<file path="src/rtl/serial_adder.sv">
// Bit-serial adder: one full-adder cell plus a carry flop, LSB first, WIDTH cycles per addition.
// Results are published in a single step when the MSB is processed, so no partial sum is visible.
module serial_adder #(
    parameter int WIDTH = 8
) (
    input  logic             clk,
    input  logic             rst,
    input  logic             start,
    input  logic [WIDTH-1:0] a,
    input  logic [WIDTH-1:0] b,
    input  logic             cin,
    output logic [WIDTH-1:0] sum,
    output logic             cout,
    output logic             ovf,
    output logic             busy,
    output logic             done
);

    localparam int CNT_W = (WIDTH > 1) ? $clog2(WIDTH) : 1;
    localparam logic [CNT_W-1:0] LAST_BIT = CNT_W'(WIDTH - 1);

    typedef enum logic [1:0] {
        IDLE = 2'd0,
        RUN  = 2'd1,
        DONE = 2'd2
    } state_t;

    state_t           state_q, state_d;
    logic [WIDTH-1:0] a_sr_q, a_sr_d;
    logic [WIDTH-1:0] b_sr_q, b_sr_d;
    logic [WIDTH-1:0] sum_sr_q, sum_sr_d;
    logic [CNT_W-1:0] count_q, count_d;
    logic             carry_q, carry_d;
    logic [WIDTH-1:0] sum_q, sum_d;
    logic             cout_q, cout_d;
    logic             ovf_q, ovf_d;

    logic             fa_x, fa_y, fa_s, fa_c;

    always_comb begin
        state_d  = state_q;
        a_sr_d   = a_sr_q;
        b_sr_d   = b_sr_q;
        sum_sr_d = sum_sr_q;
        count_d  = count_q;
        carry_d  = carry_q;
        sum_d    = sum_q;
        cout_d   = cout_q;
        ovf_d    = ovf_q;

        fa_x = a_sr_q[0];
        fa_y = b_sr_q[0];
        fa_s = fa_x ^ fa_y ^ carry_q;
        fa_c = (fa_x & fa_y) | ((fa_x ^ fa_y) & carry_q);

        case (state_q)
            IDLE, DONE: begin
                if (start) begin
                    a_sr_d  = a;
                    b_sr_d  = b;
                    carry_d = cin;
                    count_d = '0;
                    state_d = RUN;
                end else begin
                    state_d = IDLE;
                end
            end
            RUN: begin
                a_sr_d   = {1'b0, a_sr_q[WIDTH-1:1]};
                b_sr_d   = {1'b0, b_sr_q[WIDTH-1:1]};
                sum_sr_d = {fa_s, sum_sr_q[WIDTH-1:1]};
                carry_d  = fa_c;
                count_d  = count_q + CNT_W'(1);
                // Overflow compares the carry entering the MSB with the one leaving it.
                if (count_q == LAST_BIT) begin
                    state_d = DONE;
                    count_d = '0;
                    sum_d   = {fa_s, sum_sr_q[WIDTH-1:1]};
                    cout_d  = fa_c;
                    ovf_d   = carry_q ^ fa_c;
                end
            end
            default: begin
                state_d = IDLE;
            end
        endcase
    end

    always_ff @(posedge clk) begin
        if (rst) begin
            state_q  <= IDLE;
            a_sr_q   <= '0;
            b_sr_q   <= '0;
            sum_sr_q <= '0;
            count_q  <= '0;
            carry_q  <= 1'b0;
            sum_q    <= '0;
            cout_q   <= 1'b0;
            ovf_q    <= 1'b0;
        end else begin
            state_q  <= state_d;
            a_sr_q   <= a_sr_d;
            b_sr_q   <= b_sr_d;
            sum_sr_q <= sum_sr_d;
            count_q  <= count_d;
            carry_q  <= carry_d;
            sum_q    <= sum_d;
            cout_q   <= cout_d;
            ovf_q    <= ovf_d;
        end
    end

    assign sum  = sum_q;
    assign cout = cout_q;
    assign ovf  = ovf_q;
    assign busy = (state_q == RUN);
    assign done = (state_q == DONE);

endmodule
</file>
<file path="config.mk">
export PLATFORM = sky130hd
export DESIGN_NAME = serial_adder
export DESIGN_NICKNAME = d
export VERILOG_FILES = /design/src/rtl/serial_adder.sv
export SDC_FILE = /design/constraint.sdc
export NUM_CORES = 1
export LEC_CHECK = 0
export CAP_MARGIN = 10
export CORE_AREA = 8 8 64 66
export DETAILED_ROUTE_END_ITERATION = 7
export DIE_AREA = 0 0 72 74
export PLACE_DENSITY = 0.79
export SLEW_MARGIN = 20
export SYNTH_ARGS = -nofsm -noshare
export SYNTH_HDL_FRONTEND = slang
export SYNTH_SLANG_ARGS = --single-unit
</file>
<file path="constraint.sdc">
create_clock -name clk -period 1.9 [get_ports clk]
set_input_delay 0.285 -clock clk [delete_from_list [all_inputs] [get_ports clk]]
set_output_delay 0.285 -clock clk [all_outputs]
set_load 0.05 [all_outputs]
</file>
; Word level (Yosys, flattened, before mapping)
; Index checks and enable logic that the tools add are counted.
[word_totals]
ff_bits = 40
input_bits = 20
out_inout_bits = 12
wordCells = 38
[op_classes]
addsub = 1
n_eq_ne = 5
n_mux = 12
bitwise_logic = 6
n_reduce_logical = 5
[ops]
columns = cell, count
row1 = $pmux W8 S2, 2
row2 = $mux W8, 2
row3 = $mux W3, 2
row4 = $pmux W3 S2, 1
row5 = $pmux W2 S2, 1
row6 = $reduce_and A2 Y1, 2
row7 = $add A3 B1 Y3 const B, 1
row8 = $eq A3 B3 Y1 const B, 1
row9 = $xor A1 B1 Y1, 3
row10 = $and A1 B1 Y1, 2
row11 = $eq A2 B1 Y1 const B, 1
row12 = $eq A2 B2 Y1 const B, 1
row13 = $logic_not A2 Y1, 1
row14 = $mux W1, 2
row15 = $mux W2, 1
row16 = $ne A2 B1 Y1 const B, 1
row17 = $ne A2 B2 Y1 const B, 1
row18 = $pmux W1 S2, 1
row19 = $reduce_bool A2 Y1, 1
row20 = $reduce_or A2 Y1, 1
row21 = $or A1 B1 Y1, 1

; Logic depth before layout (Yosys ltp)
; Gate-level depths: netlist (run 1).
[logic_depth]
ltp_word = 4
mapped_depth = 6

; Worst setup path after synthesis (run 1)
; No wires, ideal clock.
[synth_timing]
path_type = reg2reg
startpoint = register state_q[1]
endpoint = register count_q[1]
arrival_time_ns = 1.270
slack_ns = 0.498
stages_incl_launch_ff = 6
n_path_buf = 1
synth_period_minus_slack_ns = 1.402
path_cell_list = dfxtp_1 > nand2b_1 > buf_4 > clkinv_1 > nand2_1 > a21oi_1
[synth_lines]
columns = element, line
row1 = "start, declared", 28  ; state_t state_q, state_d;
row2 = "start signal, assigned", 101  ; state_q <= state_d;
row3 = $eq A2 B1 Y1 *, n/a
row4 = net busy, 15  ; output logic busy,
row5 = $reduce_bool A2 Y1 (no line), n/a
row6 = $reduce_and A2 Y1 (no line), n/a
row7 = "end signal, assigned", 105  ; count_q <= count_d;
row8 = "end, declared", 32  ; logic [CNT_W-1:0] count_q, count_d;
; The timed path passes the listed nets; every way through them passes the cells marked *.
; A chain may end at the register's enable or synchronous reset.

; Final worst setup path (run 1)
[layout_timing]
startpoint = register ovf_q, in the netlist ovf
endpoint = output ovf
[layout_lines]
columns = element, line
row1 = "start, declared", 36  ; logic ovf_q, ovf_d;
row2 = "start signal, assigned", 109  ; ovf_q <= ovf_d;
row3 = "end, declared", 14  ; output logic ovf,
; No word-level cell between the ends.

==> results of run 1 <==
flip-flops by register name (all words and copies together) (netlist names):
register / flops
ovf: 1
state_q: 2
cout: 1
a_sr_q: 8
count_q: 3
sum: 8
sum_sr_q: 7
b_sr_q: 8
carry_q: 1
power by group through the flow:
stage,logic (mW),registers [mW],clock network [mW]
floorplan,0.140,0.896,0
global placement,0.190,0.901,0
detailed placement,0.192,0.902,0
CTS,0.192,0.884,0.493
global route,0.214,0.889,0.534
finish,0.191,0.884,0.482
cells in the final DEF, fill, tap and decap left out:
cell | netlist | routed
sky130_fd_sc_hd__nor4b_1 | 1 | 1
sky130_fd_sc_hd__clkinv_1 | 1 | 1
sky130_fd_sc_hd__nand3_1 | 4 | 4
sky130_fd_sc_hd__and3b_1 | 1 | 1
sky130_fd_sc_hd__xnor2_1 | 1 | 1
sky130_fd_sc_hd__nor2_1 | 19 | 19
sky130_fd_sc_hd__clkbuf_4 | 0 | 5
sky130_fd_sc_hd__a21oi_1 | 20 | 20
sky130_fd_sc_hd__nand2b_1 | 2 | 2
sky130_fd_sc_hd__nand2_1 | 66 | 66
sky130_fd_sc_hd__nand3b_1 | 1 | 1
sky130_fd_sc_hd__ha_1 | 2 | 2
sky130_fd_sc_hd__dfxtp_1 | 39 | 39
sky130_fd_sc_hd__o21a_1 | 1 | 1
sky130_fd_sc_hd__clkdlybuf4s50_1 | 0 | 29
sky130_fd_sc_hd__buf_4 | 6 | 6
sky130_fd_sc_hd__a311oi_1 | 15 | 15
sky130_fd_sc_hd__clkbuf_8 | 0 | 2
sky130_fd_sc_hd__nor2b_1 | 2 | 2
sky130_fd_sc_hd__clkbuf_1 | 3 | 1
sky130_fd_sc_hd__a31oi_1 | 1 | 1
sky130_fd_sc_hd__fa_1 | 1 | 1
sky130_fd_sc_hd__a211oi_1 | 1 | 1
per-layer routing:
metal,vias up,part of all wire,track usage
met4,0,0.017,0.0658
met1,571,0.50,0.139
met5,-,0,0
li1,702,-,-
met3,6,0.062,0.0499
met2,29,0.42,0.172
worst min path at each step:
stage           start   endpoint  slack, ns  cells after the start
4_1_cts        sum[4]     sum[4]       0.46                      2
3_5_place_dp   sum[4]     sum[4]       0.45                      2
3_3_place_gp   sum[5]     sum[5]       0.44                      2
2_1_floorplan    a[7]  a_sr_q[7]       0.42                      2
5_1_grt        sum[5]     sum[5]       0.48                      2
6_report       sum[5]     sum[5]       0.46                      2
stage by stage:
step / cell area (sq um) / hold slack (ns)
after floorplan: 1570 / 0.421
after global placement: 1870 / 0.440
after detailed placement: 1870 / 0.446
after CTS: 1940 / 0.461
after global routing: 1940 / 0.476
final: 1940 / 0.458
layout make-up:
type                            instances  area, sq um
Fill cell                             312         1240
Sequential cell                        39          781
Multi-Input combinational cell        138          696
Timing Repair Buffer                   35          335
Clock buffer                            8         68.8
Tap cell                               46         57.6
Inverter                                1         3.75
cell families (layout without fill, tap and decap cells):
group / after synthesis / in the layout
adder cells (fa/ha/maj): 3 / 3
XOR/XNOR: 1 / 1
buffers and inverters: 15 / 44
flip-flops: 39 / 39
AO/OA/AOI/OAI: 38 / 38
AND/OR/NAND/NOR: 96 / 96
==> run_results.csv, run 1 <==
group,metric,value,unit
status,run_status,"finished clean",
cts,cts.sink_count,39,
die,dieArea,5330,sq um
worst_setup_path,worst_r2r_endpoint,"ovf",
worst_hold_path,holdCritPathClass,"flop to flop",
cts,clock_pin_slew_on_the_worst_setup_and_hold_paths,0.11,ns
yosys,number_of_synthesized_register_bits,39,
layout,n_antenna_cell,0,
run,drv_cap,0,
route,remaining_drc_errors,0,
layout,final_layout_size_suffix_gt1_frac,0.0588,
route,detail_route.first_pass.iterations,4,
yosys,average_size_of_a_mapped_cell,8.17,sq um
sta,finalClockSkew,0.00737,ns
yosys,yosysMostFrequentCell,"sky130_fd_sc_hd__nand2_1",
global_route,grt_use_total,0.116,
route,avgRoutedWirePerCell,11.2,um
worst_setup_path,critical_path.startpoint_type,"flop",
route,dr_total_vias,1308,
worst_setup_path,worstSetupPathDepth,1,
worst_setup_path,cp_slowest_stage_delay,0.80,ns
power,power.internal,1.16,mW
placed_design,post-place-ws,0.353,ns
yosys,post_synth_and_or_nand_nor_area_fraction,0.248,
die,num_rows,21,
layout,num-nets-final,243,
yosys,combinational_family_with_the_most_area_after_synthesis,"simple AND/OR/NAND/NOR gates",
sta,slew_viol_final,0,
placed_design,port_buffers,31,
cts,cts-root-buf,"sky130_fd_sc_hd__clkbuf_4",
sta,max-slew-margin-rel,0.670,
global_route,maximum_number_of_pins_on_one_net_before_global_route_repair,44,
cts,worst_skew_pair.late_latency,0.34,ns
yosys,synth_area,1570,sq um
worst_setup_path,worstPathBufferInverterCount,1,
yosys,post_synth_num_cell_types,22,
route,detail_route.iter0.violations,77,
worst_setup_path,crit_required,1.62,ns
yosys,synth.mux.area_fraction,0,
worst_setup_path,path_delay_family,"buffers and inverters",
yosys,syn_inst,192,
sta,tns,0,ns
yosys,synth_top_cells_by_count,"sky130_fd_sc_hd__nand2_1 (66), sky130_fd_sc_hd__dfxtp_1 (39), sky130_fd_sc_hd__a21oi_1 (20)",
yosys,ys_seq_area_frac,0.498,
power,p_switching,0.391,mW
die,core_area,3180,sq um
sta,timing.final.hold_violations,0,
placed_design,detailedPlacementHpwl,1990,um
layout,area.growth.synth_to_final,23.9,%
placed_design,gp_congestion,0.721,
worst_setup_path,critPathCaptureType,"primary output",
cts,cts.path.max_buffers,2,
die,die_h,74,um
power,switching_share,0.251,
route,drt-total-wl,2980,um
worst_setup_path,worstPathArrival,1.49,ns
sta,setup_repair_after_global_routing_missed_its_margin,"no",
cts,cts.htree.levels,2,
power,total_power,1.56,mW
global_route,initial_antenna_violation_count,0,
power,vdd_ir_drop_max,426,uV
yosys,synth-adder-area-share,0.0287,
worst_setup_path,endpoint,"ovf",
global_route,grt_pass1_vias,1102,
worst_setup_path,reg2regPathDepth,5,
power,p_comb_frac,0.123,
yosys,postSynth.asyncResetShare,0,
cts,cts_tree,"yes",
worst_setup_path,worstPathCellList,"clkdlybuf4s50_1",
layout,final_core_util,0.611,
yosys,synth-warning-count,0,
worst_setup_path,crit_slowest_cell,"sky130_fd_sc_hd__clkdlybuf4s50_1",
yosys,synth-xor-area-share,0.00559,
yosys,synth-edff-count,0,
die,die-width,72,um
yosys,yosys-top-cells-area,"sky130_fd_sc_hd__dfxtp_1 (50%), sky130_fd_sc_hd__nand2_1 (16%), sky130_fd_sc_hd__a311oi_1 (8.4%), sky130_fd_sc_hd__a21oi_1 (6.4%), sky130_fd_sc_hd__nor2_1 (4.5%)",
yosys,complex_gate_fraction_of_the_synthesized_area,0.161,
cts,cts_resized,0,
sta,final.period_utilization,0.936,
worst_setup_path,critical_path_peak_fanout,2,
worst_setup_path,setup.worst_path.class,"flop to primary output",
cts,tritoncts.num_buffers,5,
die,initial_utilization,0.493,
sta,worst_slack,0.122,ns
worst_setup_path,crit_path_start,"ovf",
route,route.detailed.vias_per_inst,4.90,
worst_setup_path,worst-r2r-setup-slack,0.41,ns
power,power_density,801,nW/um^2
cts,number_of_hold_buffers_added_after_cts,0,
yosys,synth.net_count,215,
placed_design,placedCellCount,259,
power,power_frac_seq,0.568,
power,static-leakage-power,0.703,nW
route,ant_nets,0,
global_route,global_route_wire_length_before_repair,4930,um
sta,setup_viol,0,
sta,finalCriticalPeriod,1.78,ns
yosys,synth_largest_area_cell,"sky130_fd_sc_hd__dfxtp_1",
worst_setup_path,r2r-start,"count_q[0]",
sta,worst_margin_pin_slew,0.494,ns
power,clock_power_share,0.310,
global_route,grt.overflow.total,0,
yosys,netlist.area_leader.share,0.498,
yosys,ys_dominant_reg_cell,"sky130_fd_sc_hd__dfxtp_1",
sta,highest_clock_rate,562,MHz
die,io-pin-count,32,
cts,cts_setup_buffers,0,
layout,stdcell_count,267,
No activity file was read; power rests on OpenSTA's default activity.
==> run 2, diff against run 1 <==
--- a/config.mk
+++ b/config.mk
@@ -6,9 +6,9 @@
 export NUM_CORES = 1
 export LEC_CHECK = 0
 export CAP_MARGIN = 10
-export CORE_AREA = 8 8 64 66
+export CORE_AREA = 2 2 58 60
 export DETAILED_ROUTE_END_ITERATION = 7
-export DIE_AREA = 0 0 72 74
+export DIE_AREA = 0 0 60 62
 export PLACE_DENSITY = 0.79
 export SLEW_MARGIN = 20
 export SYNTH_ARGS = -nofsm -noshare
==> run 2 against run 1 <==
Against the previous run:
- final cell count down 0.75%
- register-to-register slack lost 0.02 ns
- die area down 30%
- clock-buffer cell count is 2 lower
- hold slack about the same
- sequential power hardly changed
- worst setup slack improved by 0.0070 ns
- combinational power barely moved
- critical endpoint unchanged
==> run_results.csv, run 2 (same netlist as run 1, synthesis figures left out) <==
group,metric,value,unit
layout,n_antenna_cell,0,
route,avgRoutedWirePerCell,11.0,um
sta,highest_clock_rate,565,MHz
cts,cts_resized,0,
die,num_rows,21,
sta,tns,0,ns
sta,timing.final.hold_violations,0,
cts,cts.htree.levels,2,
layout,finish.instance_area,1910,sq um
worst_setup_path,crit_required,1.62,ns
sta,setup_repair_after_global_routing_missed_its_margin,"no",
worst_setup_path,critPathCaptureType,"primary output",
worst_setup_path,path_delay_family,"buffers and inverters",
cts,cts.sink_count,39,
die,die-width,60,um
worst_hold_path,holdCritPathClass,"flop to flop",
worst_setup_path,crit_slowest_cell,"sky130_fd_sc_hd__clkdlybuf4s50_1",
route,route.detailed.vias_per_inst,5.18,
route,remaining_drc_errors,0,
placed_design,post-place-ws,0.333,ns
route,detail_route.iter0.violations,53,
route,drt-total-wl,2910,um
sta,worst_slack,0.129,ns
global_route,maximum_number_of_pins_on_one_net_before_global_route_repair,44,
die,die_h,62,um
cts,cts-root-buf,"sky130_fd_sc_hd__clkbuf_4",
placed_design,port_buffers,31,
worst_setup_path,worstPathBufferInverterCount,1,
layout,final_core_util,0.602,
die,initial_utilization,0.493,
cts,worst_skew_pair.late_latency,0.33,ns
layout,num-nets-final,243,
die,dieArea,3720,sq um
global_route,initial_antenna_violation_count,0,
worst_setup_path,setup.worst_path.class,"flop to primary output",
cts,cts_setup_buffers,0,
cts,number_of_hold_buffers_added_after_cts,0,
sta,max-slew-margin-rel,0.672,
power,static-leakage-power,0.689,nW
die,core_area,3180,sq um
cts,cts_tree,"yes",
power,vdd_ir_drop_max,461,uV
worst_setup_path,worstPathCellList,"clkdlybuf4s50_1",
cts,tritoncts.num_buffers,5,
sta,slew_viol_final,0,
cts,cts.path.max_buffers,2,
worst_setup_path,critical_path_peak_fanout,2,
global_route,grt_use_total,0.178,
layout,mostFrequentLayoutCell,"sky130_fd_sc_hd__nand2_1",
worst_setup_path,worstPathArrival,1.49,ns
cts,clock_pin_slew_on_the_worst_setup_and_hold_paths,0.10,ns
global_route,grt.overflow.total,0,
sta,setup_viol,0,
run,drv_cap,0,
route,detail_route.first_pass.iterations,4,
placed_design,postPlaceCellArea,1870,sq um
power,power_density,758,nW/um^2
sta,finalCriticalPeriod,1.77,ns
die,io-pin-count,32,
sta,finalClockSkew,0.00649,ns
route,dr_total_vias,1374,
layout,area.growth.synth_to_final,22.1,%
route,ant_nets,0,
status,run_status,"finished clean",
placed_design,gp_congestion,0.739,
worst_setup_path,cp_slowest_stage_delay,0.80,ns
placed_design,detailedPlacementHpwl,1990,um
worst_setup_path,critical_path.startpoint_type,"flop",
global_route,grt_pass1_vias,1131,
layout,final_cell_mix,"sky130_fd_sc_hd__nand2_1 (66), sky130_fd_sc_hd__dfxtp_1 (39), sky130_fd_sc_hd__clkdlybuf4s50_1 (29), sky130_fd_sc_hd__a21oi_1 (20), sky130_fd_sc_hd__nor2_1 (19)",
global_route,global_route_wire_length_before_repair,4880,um
layout,final_layout_size_suffix_gt1_frac,0.0502,
sta,final.period_utilization,0.932,
sta,worst_margin_pin_slew,0.490,ns
run 2: cell types whose count changed in the layout (fill, tap and decap cells not counted), sizes merged:
cell / before / now
clkbuf: 8 / 6
run 2: metrics by stage:
| step | instances | power (mW) | hold WS [ns] |
|---|---|---|---|
| 3_3_place_gp | 259 | 1.09 | 0.440 |
| 4_1_cts | 265 | 1.47 | 0.462 |
| 6_report | 265 | 1.45 | 0.458 |
| 5_1_grt | 265 | 1.53 | 0.482 |
| 2_1_floorplan | 192 | 1.04 | 0.421 |
| 3_5_place_dp | 259 | 1.10 | 0.447 |
run 2: path summary, 6_finish.rpt:
check / start / end / slack [ns] / cells past startpoint
min reg2reg: sum[5] / sum[5] / 0.46 / 2
max: ovf / ovf / 0.13 / 1
min: sum[5] / sum[5] / 0.46 / 2
max reg2reg: count_q[0] / ovf / 0.39 / 5
run 2: layer usage:
metal,vias to the layer above,GRT usage,routed length [um]
met5,-,0,0
met4,0,0.0762,36
met3,6,0.0580,179
met2,44,0.300,1410
met1,624,0.208,1280
li1,700,-,-
run 2: layout make-up:
| class | count | area [sq um] |
|---|---|---|
| clock buffer | 6 | 41.3 |
| fill | 292 | 1260 |
| inverter | 1 | 3.75 |
| multi-input combinational | 138 | 696 |
| sequential | 39 | 781 |
| tap | 46 | 57.6 |
| timing repair buffer | 35 | 335 |
run 2: power by group:
group	switching [mW]	total, mW	internal (mW)
Sequential	0.0260	0.884	0.858
Clock	0.243	0.374	0.132
Combinational	0.104	0.193	0.0890
Total	0.373	1.45	1.08
